## src/rtl/uart_rx_pkg.sv

```systemverilog
// Shared definitions for the UART receiver: frame defaults and FSM state encoding.
// The defaults are intended to be reused by the matching transmitter.
package uart_rx_pkg;

  localparam int DBIT_DEF    = 8;
  localparam int SB_TICK_DEF = 16;
  localparam int OS_DEF      = 16;

  typedef enum logic [1:0] {
    IDLE  = 2'b00,
    START = 2'b01,
    DATA  = 2'b10,
    STOP  = 2'b11
  } rx_state_e;

  function automatic int max2(input int a, input int b);
    return (a > b) ? a : b;
  endfunction

endpackage

```

## src/rtl/uart_rx_if.sv

```systemverilog
// Serial-side and byte-side signals of the UART receiver.
// master = the receiver itself, slave = the line driver / byte consumer.
interface uart_rx_if #(
  parameter int DBIT = 8
);

  logic            rx;
  logic            s_tick;
  logic            rx_done_tick;
  logic [DBIT-1:0] dout;
  logic            frame_err;

  modport master (
    input  rx,
    input  s_tick,
    output rx_done_tick,
    output dout,
    output frame_err
  );

  modport slave (
    output rx,
    output s_tick,
    input  rx_done_tick,
    input  dout,
    input  frame_err
  );

endinterface

```

## src/rtl/uart_rx_sync.sv

```systemverilog
// Two-flop synchroniser for an idle-high asynchronous serial line.
// Resets to 1 so a held-low line after reset is not mistaken for nothing.
module uart_rx_sync (
  input  logic clk,
  input  logic reset,
  input  logic rx_i,
  output logic rx_o
);

  logic [1:0] sync_q;

  always_ff @(posedge clk) begin
    if (!reset) begin
      sync_q <= 2'b11;
    end else begin
      sync_q <= {sync_q[0], rx_i};
    end
  end

  assign rx_o = sync_q[1];

endmodule

```

## src/rtl/uart_rx.sv

```systemverilog
// UART receiver: deframes start, DBIT data bits (LSB first) and stop bit(s)
// using a 16x-style oversampling strobe; emits a one-clock done pulse.
module uart_rx
  import uart_rx_pkg::*;
#(
  parameter int DBIT    = DBIT_DEF,
  parameter int SB_TICK = SB_TICK_DEF,
  parameter int OS      = OS_DEF
) (
  input  logic      clk,
  input  logic      reset,
  uart_rx_if.master bus
);

  localparam int S_W = $clog2(max2(OS, SB_TICK));
  localparam int N_W = (DBIT > 1) ? $clog2(DBIT) : 1;

  localparam logic [S_W-1:0] S_HALF = S_W'(OS / 2 - 1);
  localparam logic [S_W-1:0] S_BIT  = S_W'(OS - 1);
  localparam logic [S_W-1:0] S_STOP = S_W'(SB_TICK - 1);
  localparam logic [N_W-1:0] N_LAST = N_W'(DBIT - 1);

  rx_state_e       state_q;
  logic [S_W-1:0]  s_q;
  logic [N_W-1:0]  n_q;
  logic [DBIT-1:0] b_q;
  logic [DBIT-1:0] dout_q;
  logic            done_q;
  logic            ferr_q;
  logic            rx_q;
  logic            rx_s;
  logic            fall;

  uart_rx_sync u_sync (
    .clk   (clk),
    .reset (reset),
    .rx_i  (bus.rx),
    .rx_o  (rx_s)
  );

  assign fall = rx_q & ~rx_s;

  always_ff @(posedge clk) begin
    if (!reset) begin
      state_q <= IDLE;
      s_q     <= '0;
      n_q     <= '0;
      b_q     <= '0;
      dout_q  <= '0;
      done_q  <= 1'b0;
      ferr_q  <= 1'b0;
      rx_q    <= 1'b1;
    end else begin
      rx_q   <= rx_s;
      done_q <= 1'b0;
      case (state_q)
        IDLE: begin
          if (fall) begin
            state_q <= START;
            s_q     <= '0;
          end
        end
        START: begin
          if (bus.s_tick) begin
            // Mid start bit: a line already back high was only a glitch.
            if (s_q == S_HALF) begin
              s_q     <= '0;
              n_q     <= '0;
              state_q <= rx_s ? IDLE : DATA;
            end else begin
              s_q <= s_q + 1'b1;
            end
          end
        end
        DATA: begin
          if (bus.s_tick) begin
            if (s_q == S_BIT) begin
              s_q <= '0;
              b_q <= {rx_s, b_q[DBIT-1:1]};
              if (n_q == N_LAST) begin
                state_q <= STOP;
              end else begin
                n_q <= n_q + 1'b1;
              end
            end else begin
              s_q <= s_q + 1'b1;
            end
          end
        end
        STOP: begin
          if (bus.s_tick) begin
            if (s_q == S_STOP) begin
              // An edge arriving on the closing clock starts the next frame directly.
              state_q <= fall ? START : IDLE;
              s_q     <= '0;
              done_q  <= 1'b1;
              dout_q  <= b_q;
              ferr_q  <= ~rx_s;
            end else begin
              s_q <= s_q + 1'b1;
            end
          end
        end
        default: state_q <= IDLE;
      endcase
    end
  end

  assign bus.rx_done_tick = done_q;
  assign bus.dout         = dout_q;
  assign bus.frame_err    = ferr_q;

endmodule

```

## src/flat_wrapper.sv

```systemverilog
// flat-port wrapper written by rule: the top's interface ports become plain ports
module uart_rx_flat import uart_rx_pkg::*;
#(
  parameter int DBIT    = DBIT_DEF,
  parameter int SB_TICK = SB_TICK_DEF,
  parameter int OS      = OS_DEF
)
  (clk, reset, bus_rx, bus_s_tick, bus_rx_done_tick, bus_dout, bus_frame_err);
  uart_rx_if #(.DBIT(DBIT)) bus_i ();
  input  logic clk;
  input  logic reset;
  input wire logic [$bits(bus_i.rx)-1:0] bus_rx;
  input wire logic [$bits(bus_i.s_tick)-1:0] bus_s_tick;
  output wire logic [$bits(bus_i.rx_done_tick)-1:0] bus_rx_done_tick;
  output wire logic [$bits(bus_i.dout)-1:0] bus_dout;
  output wire logic [$bits(bus_i.frame_err)-1:0] bus_frame_err;
  assign bus_i.rx = bus_rx;
  assign bus_i.s_tick = bus_s_tick;
  assign bus_rx_done_tick = bus_i.rx_done_tick;
  assign bus_dout = bus_i.dout;
  assign bus_frame_err = bus_i.frame_err;
  uart_rx #(.DBIT(DBIT), .SB_TICK(SB_TICK), .OS(OS)) u_core (.clk(clk), .reset(reset), .bus(bus_i));
endmodule
```

## config.mk

```make
export PLATFORM = sky130hd
export DESIGN_NAME = uart_rx_flat
export DESIGN_NICKNAME = d
export VERILOG_FILES = /design/src/rtl/uart_rx_pkg.sv /design/src/rtl/uart_rx_if.sv /design/src/rtl/uart_rx_sync.sv /design/src/rtl/uart_rx.sv /design/src/flat_wrapper.sv
export SDC_FILE = /design/constraint.sdc
export NUM_CORES = 1
export LEC_CHECK = 0
export BUFFER_PORTS_ARGS = -buffer_cell sky130_fd_sc_hd__buf_2
export CORE_ASPECT_RATIO = 1.1
export CORE_MARGIN = 4
export CORE_UTILIZATION = 53
export DETAILED_ROUTE_END_ITERATION = 7
export PLACE_DENSITY = 0.79
export SLEW_MARGIN = 20
export SYNTH_ARGS = -nofsm -noshare
export SYNTH_HDL_FRONTEND = slang
export SYNTH_SLANG_ARGS = --single-unit
```

## constraint.sdc

```tcl
create_clock -name clk -period 2.1 [get_ports clk]
set_input_delay 0.63 -clock clk [delete_from_list [all_inputs] [get_ports clk]]
set_output_delay 0.63 -clock clk [all_outputs]
set_load 0.05 [all_outputs]
```

==> metrics.md, run 1 <==
| Metric | Value |
|---|---|
| F_max | `approximately 0.61 GHz` |
| Fillers | `~200` |
| Count of warnings emitted by yosys | `0` |
| Max-cap violations | `0` |
| Slew HR | `between 60 and 70%` |
| Final setup fails | `0` |
| TritonRoute pass-1 iters | `4` |
| Buf/Inv on CP | `0` |
| Static Leak | `roughly 0.63 nW` |
| Setup TNS Final | `0 ns` |
| Mapped Cells | `130` |
| Input/output buffers | `13` |
| Syn_nets | `137` |
| Hold Violations, Final | `0` |
| Clock power share | `between 40% and 50%` |
| Clk Latency, worst-skew pair | `about 0.32 ns` |
| CTS tree | `done` |
| Layout area overhead | `11.4%` |
| Die Wd | `56.2 µm` |
| Die Y-Extent | `~61 µm` |
| Initial antenna violation count | `0` |
| DR WL/cell | `roughly 13 µm` |
| Starting Density | `57.8%` |
| Final design utilization | `64.4%` |
| Max clock buf depth | `2` |
| Vias in the first global route | `roughly 930` |
| Htree depth | `2` |
| CP required | `roughly 2.3 ns` |
| CP Cell Sequence | `ha_1, ha_1, nor4bb_1, o2111ai_2, mux2i_1, nor2_1` |
| GPL Wtd Cong | `about 0.72` |
| Nets@finish | `around 150` |
| Total number of vias | `924` |
| Register area | `about 600 µm²` |
| Total global-route track usage | `16.0%` |
| Clk slew on worst S/H paths | `0.09 ns` |
| Fin Hold WS | `approximately 0.42 ns` |
| Clk sink count | `30` |
| Largest incremental delay on the critical path | `between 0.3 and 0.4 ns` |
| Slew @ Worst Pin | `between 0.4 and 0.5 ns` |
| Crit. End Element | `flop` |
| Postcts setup bufs | `0` |
| Final ANT Viol Nets | `0` |
| First-pass GRT wire length | `between 4 and 5 mm` |
| Gates resized, CTS repair | `0` |
| Syn Std Cell Area | `~1400 µm²` |
| CTS buffer count | `5` |
| Worst Clk Skew | `0.00696 ns` |
| Worst-path fanout max | `3` |
| Internal | `around 0.82 mW` |
| Worst endpoint data arrival time | `around 1.9 ns` |
| Worst setup SP type | `flop` |
| Sequential area share after synthesis | `between 40 and 50%` |
| Cell area power density | `681 nW/µm²` |
| Core area | `2340 µm²` |
| Post-synth EDFFs | `0` |
| DR DRC count | `0` |
| Asr flop ratio synth | `0%` |
| Total routed wirelength | `between 2 and 2.5 mm` |
| Final period utilization | `77.8%` |
| Critical path type | `flop to flop` |
| Tmin final | `between 1.5 and 2 ns` |
| CP delay by family, top | `adder cells` |
| P_sw | `roughly 0.21 mW` |
| Syn_area_per_cell | `roughly 10 µm²` |
| Most common cell after layout, fill and taps aside | `dfxtp_1` |
| Floorplan row count | `18` |
| Status | `completed` |
| Share of layout cells above drive strength 1 | `20.0%` |
| HP Class | `flop to flop` |
| HPWL Detailed | `around 1.6 mm` |
| Most frequent cells in the layout | `dfxtp_1, mux2i_1, nor2_1` |
| # IOs | `14` |
| Netlist cell types | `35` |
| CTS Root Cell | `clkbuf_4` |
| Sw Ratio | `slightly above 20%` |
| Largest net degree at the start of global routing | `21` |
| Main synth FF type | `dfxtp_1` |
| Sequential Power Share | `between 50% and 60%` |
| Die ar. | `between 3000 and 4000 µm²` |
| Antenna diodes | `0` |
| Comb power frac | `3.1%` |
| CP dominant cell by count | `ha_1` |
| Vias per cell | `5.28` |
| Area of the multi-input gates | `approximately 710 µm²` |
| Worst VDD drop | `roughly 0.54 mV` |
| Register bit total from synthesis | `30` |
| Final Slew Violations | `0` |
| CTS hold repair buffers | `0` |
| Initial DRC count | `22` |
| Unrepaired setup endpoints after global routing | `false` |
| Total grt overflow | `0` |
| Crit-path slowest cell | `dfxtp_1` |
==> power groups by stage <==
stage / clock (mW) / sequential [mW] / combinational (mW)
2_1_floorplan: 0 / 0.588 / 0.0269
3_3_place_gp: 0 / 0.591 / 0.0313
3_5_place_dp: 0 / 0.592 / 0.0323
4_1_cts: 0.433 / 0.578 / 0.0322
5_1_grt: 0.461 / 0.580 / 0.0352
6_report: 0.416 / 0.578 / 0.0321
==> cell type report <==
type | count | area share [%]
clock buffer | 8 | 5.23
inverter | 3 | 0.747
multi-input combinational | 90 | 46.9
sequential | 30 | 39.8
tap | 30 | 2.49
timing repair buffer | 14 | 4.81
==> flip-flops by register name, summed over array words and instances (netlist names), named ones only <==
| register | flops |
|---|---|
| u_core.s_q | 4 |
| u_core.bus.frame_err | 1 |
| u_core.rx_q | 1 |
| u_core.u_sync.sync_q | 2 |
| u_core.n_q | 3 |
| u_core.state_q | 1 |
| u_core.b_q | 8 |
| u_core.bus.rx_done_tick | 1 |
| u_core.bus.dout | 8 |
==> cell families after synthesis <==
group                    count (synthesis)  share of synthesized area (%)
AND/OR/NAND/NOR                         54                           26.2
flip-flops                              30                           44.4
multiplexers                            21                           15.5
AO/OA/AOI/OAI                           11                           7.02
buffers and inverters                   10                           3.42
adder cells (fa/ha/maj)                  3                           2.77
XOR/XNOR                                 1                          0.647
==> path summary, 6_finish.rpt <==
kind                                                    startpoint                                 end  slack, ns  depth (start not counted)
worst max register to register          u_core.n_q[0]$_SDFFE_PN0P_          u_core.n_q[0]$_SDFFE_PN0P_       0.47                          6
worst min register to register  u_core.u_sync.sync_q[0]$_SDFF_PN1_  u_core.u_sync.sync_q[1]$_SDFF_PN1_       0.42                          1
worst max-delay path                    u_core.n_q[0]$_SDFFE_PN0P_          u_core.n_q[0]$_SDFFE_PN0P_       0.47                          6
worst min-delay path            u_core.u_sync.sync_q[0]$_SDFF_PN1_  u_core.u_sync.sync_q[1]$_SDFF_PN1_       0.42                          1
==> Yosys cell counts, types with 3 or more instances <==
master / instances / area share (%)
buf_2: 3 / 1.1
dfxtp_1: 30 / 44
ha_1: 3 / 2.8
mux2i_1: 21 / 16
nand2_1: 6 / 1.7
nand2b_1: 3 / 1.4
nand3_1: 4 / 1.5
nor2_1: 14 / 3.9
nor2b_1: 13 / 6.0
nor3b_1: 3 / 1.7
==> layer usage <==
| metal | vias up | part of all wire, % | global-route usage [%] |
|---|---|---|---|
| met5 | - | 0 | 0 |
| met1 | 431 | 47 | 17.8 |
| met3 | 5 | 4.1 | 6.38 |
| met2 | 13 | 47 | 27.4 |
| li1 | 475 | - | - |
| met4 | 0 | 1.9 | 7.12 |
==> through the flow <==
step                      setup slack, ns  cell area [µm²]  power (mW)  cells
after floorplan                     0.503             1350       0.615    130
after global placement              0.419             1430       0.623    167
after detailed placement            0.382             1430       0.624    167
after CTS                           0.462             1510        1.04    175
after global routing                0.343             1510        1.08    175
final                               0.466             1510        1.03    175
Power figures use the tool's default switching activity.
==> inputs of run 2 (changes only) <==
--- a/config.mk
+++ b/config.mk
@@ -5,6 +5,7 @@
 export SDC_FILE = /design/constraint.sdc
 export NUM_CORES = 1
 export LEC_CHECK = 0
+export ABC_AREA = 1
 export BUFFER_PORTS_ARGS = -buffer_cell sky130_fd_sc_hd__buf_2
 export CORE_ASPECT_RATIO = 1.1
 export CORE_MARGIN = 4
==> constraint.sdc (replaced) <==
create_clock -name clk -period 1.7 [get_ports clk]
set_input_delay 0.51 -clock clk [delete_from_list [all_inputs] [get_ports clk]]
set_output_delay 0.51 -clock clk [all_outputs]
set_load 0.05 [all_outputs]
==> run 2 against run 1 <==
Effect of this change:
- critical endpoint is now u_core.bus.dout[3]$_SDFFE_PN0P_
- synthesized area is 6.6% lower
- cell count is 25% higher
- largest cell class is now registers
- setup slack worse by 0.26 ns
- synthesized cell count is 31% higher
- flip-flop and latch count stayed put
- highest routed layer unchanged
- clock power is 5% higher
- sequential share of layout area is 2.5 points higher
==> metrics.md, run 2 <==
| Metric | Value |
|---|---|
| Final setup margin | `0.204 ns (-0.262 ns)` |
| Register bit total from synthesis | `30 (unchanged)` |
| Syn_area_per_cell | `7.44 µm² (-29%)` |
| Gates resized, CTS repair | `0 (unchanged)` |
| Comb power frac | `8.9% (+5.8 points)` |
| Max-cap violations | `0 (unchanged)` |
| Fin Hold WS | `0.366 ns (-0.0490 ns)` |
| Netlist cell types | `22 (-37%)` |
| Total global-route track usage | `18.9% (+2.9 points)` |
| Crit. End Element | `flop` |
| CTS hold repair buffers | `0 (unchanged)` |
| HP Class | `primary input to flop` |
| Vias per cell | `5.21 (-1.3%)` |
| Status | `completed` |
| Slew @ Worst Pin | `0.259 ns (-0.227 ns)` |
| Critical path type | `flop to flop` |
| Core area | `2250 µm² (-3.8%)` |
| Clk Latency, worst-skew pair | `0.33 ns (about the same)` |
| Nets@finish | `195 (+29%)` |
| Slew HR | `82.7% (+15 points)` |
| Worst Clk Skew | `0.00985 ns (+0.00289 ns)` |
| First-pass GRT wire length | `4.42 mm (+6.8%)` |
| Most frequent cells in the layout | `nor2_1, dfxtp_1, nand2_1` |
| Top cells by area, synth | `dfxtp_1, nor2_1, nand2_1` |
| DR DRC count | `0 (unchanged)` |
| Final Slew Violations | `0 (unchanged)` |
| Worst-path fanout max | `11 (+8)` |
| Die Wd | `54.6 µm (-2.9%)` |
| DP Worst Slack | `0.215 ns (-0.168 ns)` |
| Worst VDD drop | `0.846 mV (+56%)` |
| Hold Violations, Final | `0 (unchanged)` |
| Die Y-Extent | `59.2 µm (-2.9%)` |
| Final period utilization | `88.0% (+10 points)` |
| Internal | `0.949 mW (+16%)` |
| Largest net degree at the start of global routing | `19 (-9.5%)` |
| Most common cell after layout, fill and taps aside | `nor2_1` |
| Max clock buf depth | `2 (unchanged)` |
| Clk sink count | `30 (unchanged)` |
| Sequential Power Share | `57.0% (+0.7 points)` |
| Total routed wirelength | `2.59 mm (+14%)` |
| Most common cell in the netlist | `nor2_1` |
| Worst setup SP type | `flop` |
| DR WL/cell | `11.8 µm (-8.6%)` |
| Static Leak | `0.690 nW (+10%)` |
| Final design utilization | `63.1% (-1.3 points)` |
| Total grt overflow | `0 (unchanged)` |
| Main synth FF type | `dfxtp_1` |
| GPL Wtd Cong | `0.779 (+7.9%)` |
| Design Power | `1.27 mW (+24%)` |
| Sw Ratio | `25.5% (+5.0 points)` |
| Worst Hold Depth | `2 (+1)` |
| CTS tree | `done` |
| CTS buffer count | `5 (unchanged)` |
| Clk slew on worst S/H paths | `0.10 ns (about the same)` |
| Dpl cells | `211 (+26%)` |
| Yosys top cell area share | `47.5% (+3.1 points)` |
| Vias in the first global route | `1059 (+14%)` |
| Syn_nets | `177 (+29%)` |
| Total number of vias | `1141 (+23%)` |
| Floorplan row count | `18 (unchanged)` |
| Layout area overhead | `12.3%` |
| Share of layout cells above drive strength 1 | `19.6% (-0.42 points)` |
| Cells on worst reg2reg path | `8 (+2)` |
| Syn Std Cell Area | `1260 µm² (-6.6%)` |
| Mapped Cells | `170 (+31%)` |
| Setup TNS Final | `0 ns (unchanged)` |
| Initial antenna violation count | `0 (unchanged)` |
| Cell area power density | `898 nW/µm² (+32%)` |
| Placed cell area | `1360 µm² (-4.8%)` |
| F_max | `0.669 GHz (+9.2%)` |
| CTS Root Cell | `clkbuf_4` |
| Starting Density | `56.2% (-1.6 points)` |
| Final Instance Area | `1420 µm² (-5.8%)` |
| Worst endpoint data arrival time | `1.71 ns (-0.14 ns)` |
| Htree depth | `2 (unchanged)` |
| Final setup fails | `0 (unchanged)` |
| Tmin final | `1.50 ns (-0.138 ns)` |
| Count of warnings emitted by yosys | `0 (unchanged)` |
| Top post-synthesis cells by count | `nor2_1, dfxtp_1, nand2_1` |
| HPWL Detailed | `1.93 mm (+19%)` |
| Finished Layout Cells | `219 (+25%)` |
| Post-synth EDFFs | `0 (unchanged)` |
| Antenna diodes | `0 (unchanged)` |
| Asr flop ratio synth | `0% (unchanged)` |
| Initial DRC count | `26 (+18%)` |
| Clock power share | `34.1% (-6.4 points)` |
| TritonRoute pass-1 iters | `4 (unchanged)` |
| Final ANT Viol Nets | `0 (unchanged)` |
| P_sw | `0.326 mW (+54%)` |
| Sequential area share after synthesis | `47.5% (+3.1 points)` |
| Postcts setup bufs | `0 (unchanged)` |
| # IOs | `14 (unchanged)` |
| Die ar. | `3230 µm² (-5.7%)` |
| Post-synth top area cell | `dfxtp_1` |
| Unrepaired setup endpoints after global routing | `false` |
| CP required | `1.92 ns (-0.39 ns)` |
| Input/output buffers | `13 (unchanged)` |
run 2: cell type report:
cell class                      instances  area, µm²
Tap cell                               30       37.5
Inverter                               17       68.8
Sequential cell                        30        601
Clock inverter                          1       5.00
Timing Repair Buffer                   14       72.6
Clock buffer                            7       55.1
Multi-Input combinational cell        120        581
Fill cell                             204        832
run 2: worst max-delay path, stage by stage (launching register included):
cell and delay (ns):
dfxtp_1 0.39, ha_1 0.24, nand3_2 0.10, inv_2 0.09, nand2_2 0.07, nor2_4 0.20, inv_2 0.12, nor2_1 0.11
nor2_1 0.06
run 2: path summary, 6_finish.rpt:
| path | end | startpoint | slack (ns) |
|---|---|---|---|
| hold / removal | u_core.u_sync.sync_q[0]$_SDFF_PN1_ | bus_rx | 0.37 |
| setup reg to reg | u_core.bus.dout[3]$_SDFFE_PN0P_ | u_core.s_q[0]$_SDFFE_PN0P_ | 0.20 |
| hold reg to reg | u_core.bus.frame_err$_SDFFE_PN0P_ | u_core.u_sync.sync_q[1]$_SDFF_PN1_ | 0.43 |
| setup / recovery | u_core.bus.dout[3]$_SDFFE_PN0P_ | u_core.s_q[0]$_SDFFE_PN0P_ | 0.20 |
run 2: power by group through the flow:
stage               Sequential (mW)  Clock (mW)  Combinational (mW)
global placement              0.742           0               0.110
floorplan                     0.740           0              0.0865
CTS                           0.726       0.452               0.114
detailed placement            0.743           0               0.113
global route                  0.728       0.489               0.133
finish                        0.726       0.435               0.114
run 2: cells by family (layout without fill, tap and decap cells):
logic type | after synthesis | after routing | synth area share (%)
flip-flops | 30 | 30 | 47.5
adder cells (fa/ha/maj) | 3 | 3 | 2.97
XOR/XNOR | 1 | 1 | 0.693
buffers and inverters | 20 | 39 | 6.63
AND/OR/NAND/NOR | 86 | 86 | 29.8
AO/OA/AOI/OAI | 30 | 30 | 12.5
run 2: routing by layer:
metal | share of wire, % | track usage (%) | up-vias
li1 | - | - | 577
met1 | 41 | 19.9 | 531
met2 | 52 | 33.1 | 26
met3 | 4.3 | 6.05 | 7
met4 | 1.7 | 8.54 | 0
met5 | 0 | 0 | -
==> inputs of run 3 (changes only) <==
--- a/config.mk
+++ b/config.mk
@@ -7,11 +7,13 @@
 export LEC_CHECK = 0
 export ABC_AREA = 1
 export BUFFER_PORTS_ARGS = -buffer_cell sky130_fd_sc_hd__buf_2
+export CELL_PAD_IN_SITES_DETAIL_PLACEMENT = 0
+export CELL_PAD_IN_SITES_GLOBAL_PLACEMENT = 1
 export CORE_ASPECT_RATIO = 1.1
 export CORE_MARGIN = 4
-export CORE_UTILIZATION = 53
+export CORE_UTILIZATION = 41
 export DETAILED_ROUTE_END_ITERATION = 7
-export PLACE_DENSITY = 0.79
+export PLACE_DENSITY = 0.83
 export SLEW_MARGIN = 20
 export SYNTH_ARGS = -nofsm -noshare
 export SYNTH_HDL_FRONTEND = slang
==> run 3 against run 2 <==
Effect of this change:
- hold slack better by 0.013 ns
- highest routed layer unchanged
- utilization shrank 13 points
- power is 4.4% lower
- flip-flop and latch count did not move
- routed wire length is 5.6% lower
- non-clock buffer count is 1 higher
- fmax decreased by 1.7%
- critical endpoint is now u_core.bus.dout[2]$_SDFFE_PN0P_
- clock skew decreased by 0.0029 ns
- design area is 0.26% lower
- via count is 2.3% lower
- setup slack got worse by 0.026 ns
- sequential power about the same
==> metrics.md, run 3 (synthesis gave the netlist of run 2 again) <==
| Metric | Value |
|---|---|
| Clk sink count | `30 (unchanged)` |
| CTS Root Cell | `clkbuf_4` |
| Worst VDD drop | `0.540 mV (-36%)` |
| Total number of vias | `1115 (-2.3%)` |
| Share of layout cells above drive strength 1 | `19.0% (-0.53 points)` |
| # IOs | `14 (unchanged)` |
| First-pass GRT wire length | `4.24 mm (-4.1%)` |
| Hold Violations, Final | `0 (unchanged)` |
| Final ANT Viol Nets | `0 (unchanged)` |
| Clk slew on worst S/H paths | `0.08 ns (-0.02 ns)` |
| Tmin final | `1.52 ns (+0.0258 ns)` |
| Worst setup SP type | `flop` |
| Critical path type | `flop to flop` |
| GPL Wtd Cong | `0.853 (+9.5%)` |
| DR DRC count | `0 (unchanged)` |
| Final setup margin | `0.178 ns (-0.0258 ns)` |
| Die Wd | `61.0 µm (+12%)` |
| Final setup fails | `0 (unchanged)` |
| Final Slew Violations | `0 (unchanged)` |
| CTS tree | `done` |
| CP Cell Sequence | `ha_1, nand3_2, inv_2, nand2_2, nor2_4, inv_2, nor2_1, nor2_1` |
| Area of the multi-input gates | `581 µm² (unchanged)` |
| Reg2Reg Setup Slack | `0.18 ns (-0.03 ns)` |
| CP delay by family, top | `simple AND/OR/NAND/NOR gates` |
| CTS buffer count | `5 (unchanged)` |
| Max-cap violations | `0 (unchanged)` |
| Cells on worst reg2reg path | `8 (unchanged)` |
| Postcts setup bufs | `0 (unchanged)` |
| Vias in the first global route | `1034 (-2.4%)` |
| Input/output buffers | `13 (unchanged)` |
| Initial antenna violation count | `0 (unchanged)` |
| Worst Clk Skew | `0.00697 ns (-0.00288 ns)` |
| Total routed wirelength | `2.45 mm (-5.6%)` |
| Final period utilization | `89.5% (+1.5 points)` |
| Register area | `601 µm² (unchanged)` |
| Vias per cell | `5.02 (-3.6%)` |
| Cell area power density | `861 nW/µm² (-4.1%)` |
| CTS hold repair buffers | `0 (unchanged)` |
| Worst R2R End | `u_core.bus.dout[2]$_SDFFE_PN0P_` |
| Buf/Inv on CP | `2 (unchanged)` |
| Die ar. | `4040 µm² (+25%)` |
| TritonRoute pass-1 iters | `4 (unchanged)` |
| CP required | `1.91 ns (about the same)` |
| Nets@finish | `196 (+0.51%)` |
| Worst-path fanout max | `11 (unchanged)` |
| DR WL/cell | `11.0 µm (-6.8%)` |
| Fin Hold WS | `0.379 ns (+0.0134 ns)` |
| Crit. End Element | `flop` |
| Most common cell after layout, fill and taps aside | `nor2_1` |
| Htree depth | `2 (unchanged)` |
| F_max | `0.657 GHz (-1.7%)` |
| Max clock buf depth | `2 (unchanged)` |
| Gates resized, CTS repair | `0 (unchanged)` |
| Starting Density | `44.3% (-12 points)` |
| Unrepaired setup endpoints after global routing | `false` |
| DP Worst Slack | `0.194 ns (-0.0208 ns)` |
| Slew @ Worst Pin | `0.269 ns (+0.0107 ns)` |
| Core area | `2850 µm² (+27%)` |
| Total grt overflow | `0 (unchanged)` |
| Floorplan row count | `20 (+2)` |
| Initial DRC count | `48 (+85%)` |
| Hold Path End | `u_core.u_sync.sync_q[0]$_SDFF_PN1_` |
| Clk Latency, worst-skew pair | `0.32 ns (about the same)` |
| Status | `completed` |
| Total global-route track usage | `14.1% (-4.8 points)` |
| Slew HR | `82.0% (-0.71 points)` |
| Worst endpoint data arrival time | `1.73 ns (+0.02 ns)` |
| HP Start | `bus_rx` |
| HP Class | `primary input to flop` |
| Setup TNS Final | `0 ns (unchanged)` |
| Most frequent cells in the layout | `nor2_1, dfxtp_1, nand2_1` |
| Static Leak | `0.685 nW (-0.74%)` |
| Antenna diodes | `0 (unchanged)` |
| Largest incremental delay on the critical path | `0.38 ns (about the same)` |
| Die Y-Extent | `66.3 µm (+12%)` |
| Worst Hold Depth | `2 (unchanged)` |
| Design Power | `1.22 mW (-4.4%)` |
| R2r startpoint | `u_core.s_q[0]$_SDFFE_PN0P_` |
| Largest net degree at the start of global routing | `12 (-7)` |
| Crit-path slowest cell | `dfxtp_1` |
| Layout area overhead | `12.0%` |
| Fillers | `291 (+43%)` |
| HPWL Detailed | `1.79 mm (-7.2%)` |
run 3: cell count changes in the layout (fill, tap and decap cells not counted), sizes merged:
| cell | before | now |
|---|---|---|
| clkinv | 2 | 1 |
| buf | 14 | 15 |
run 3: worst max-delay path by stage:
stage	start	endpoint	slack, ns	cells past startpoint
floorplan	u_core.s_q[0]$_SDFFE_PN0P_	u_core.bus.frame_err$_SDFFE_PN0P_	0.42	8
global placement	u_core.s_q[0]$_SDFFE_PN0P_	u_core.bus.dout[1]$_SDFFE_PN0P_	0.23	8
detailed placement	u_core.s_q[0]$_SDFFE_PN0P_	u_core.bus.dout[2]$_SDFFE_PN0P_	0.19	8
CTS	u_core.s_q[0]$_SDFFE_PN0P_	u_core.bus.dout[2]$_SDFFE_PN0P_	0.18	8
global route	u_core.s_q[0]$_SDFFE_PN0P_	u_core.bus.dout[2]$_SDFFE_PN0P_	0.02	8
finish	u_core.s_q[0]$_SDFFE_PN0P_	u_core.bus.dout[2]$_SDFFE_PN0P_	0.18	8
run 3: final cells by class:
cell class	instances	area share [%]
timing repair buffer	15	5.65
multi-input combinational	120	41.0
clock buffer	7	3.18
inverter	17	4.86
sequential	30	42.4
tap	33	2.92
run 3: worst reg2reg max path: cells and delay by family, from the launching register on:
kind / cells / cell delay (ns)
AND/OR/NAND/NOR: 5 / 0.56
flip-flops: 1 / 0.38
adder cells (fa/ha/maj): 1 / 0.25
buffers and inverters: 2 / 0.22
run 3: per-layer routing:
metal | routed length [µm] | part of all wire, % | global-route usage, %
met4 | 35 | 1.4 | 6.50
met2 | 1220 | 50 | 22.5
met1 | 1110 | 45 | 16.4
met5 | 0 | 0 | 0
met3 | 81 | 3.3 | 5.08
run 3: through the flow:
stage | cell area [µm²] | util [%] | std cells
CTS | 1420 | 49.6 | 222
global placement | 1370 | 48.1 | 215
finish | 1420 | 49.6 | 222
floorplan | 1260 | - | 170
detailed placement | 1370 | 48.1 | 215
global route | 1420 | 49.6 | 222
run 3: power breakdown:
group / internal [mW] / total [mW] / switching (mW)
combinational: 0.0375 / 0.117 / 0.0794
clock: 0.156 / 0.376 / 0.220
sequential: 0.713 / 0.727 / 0.0139
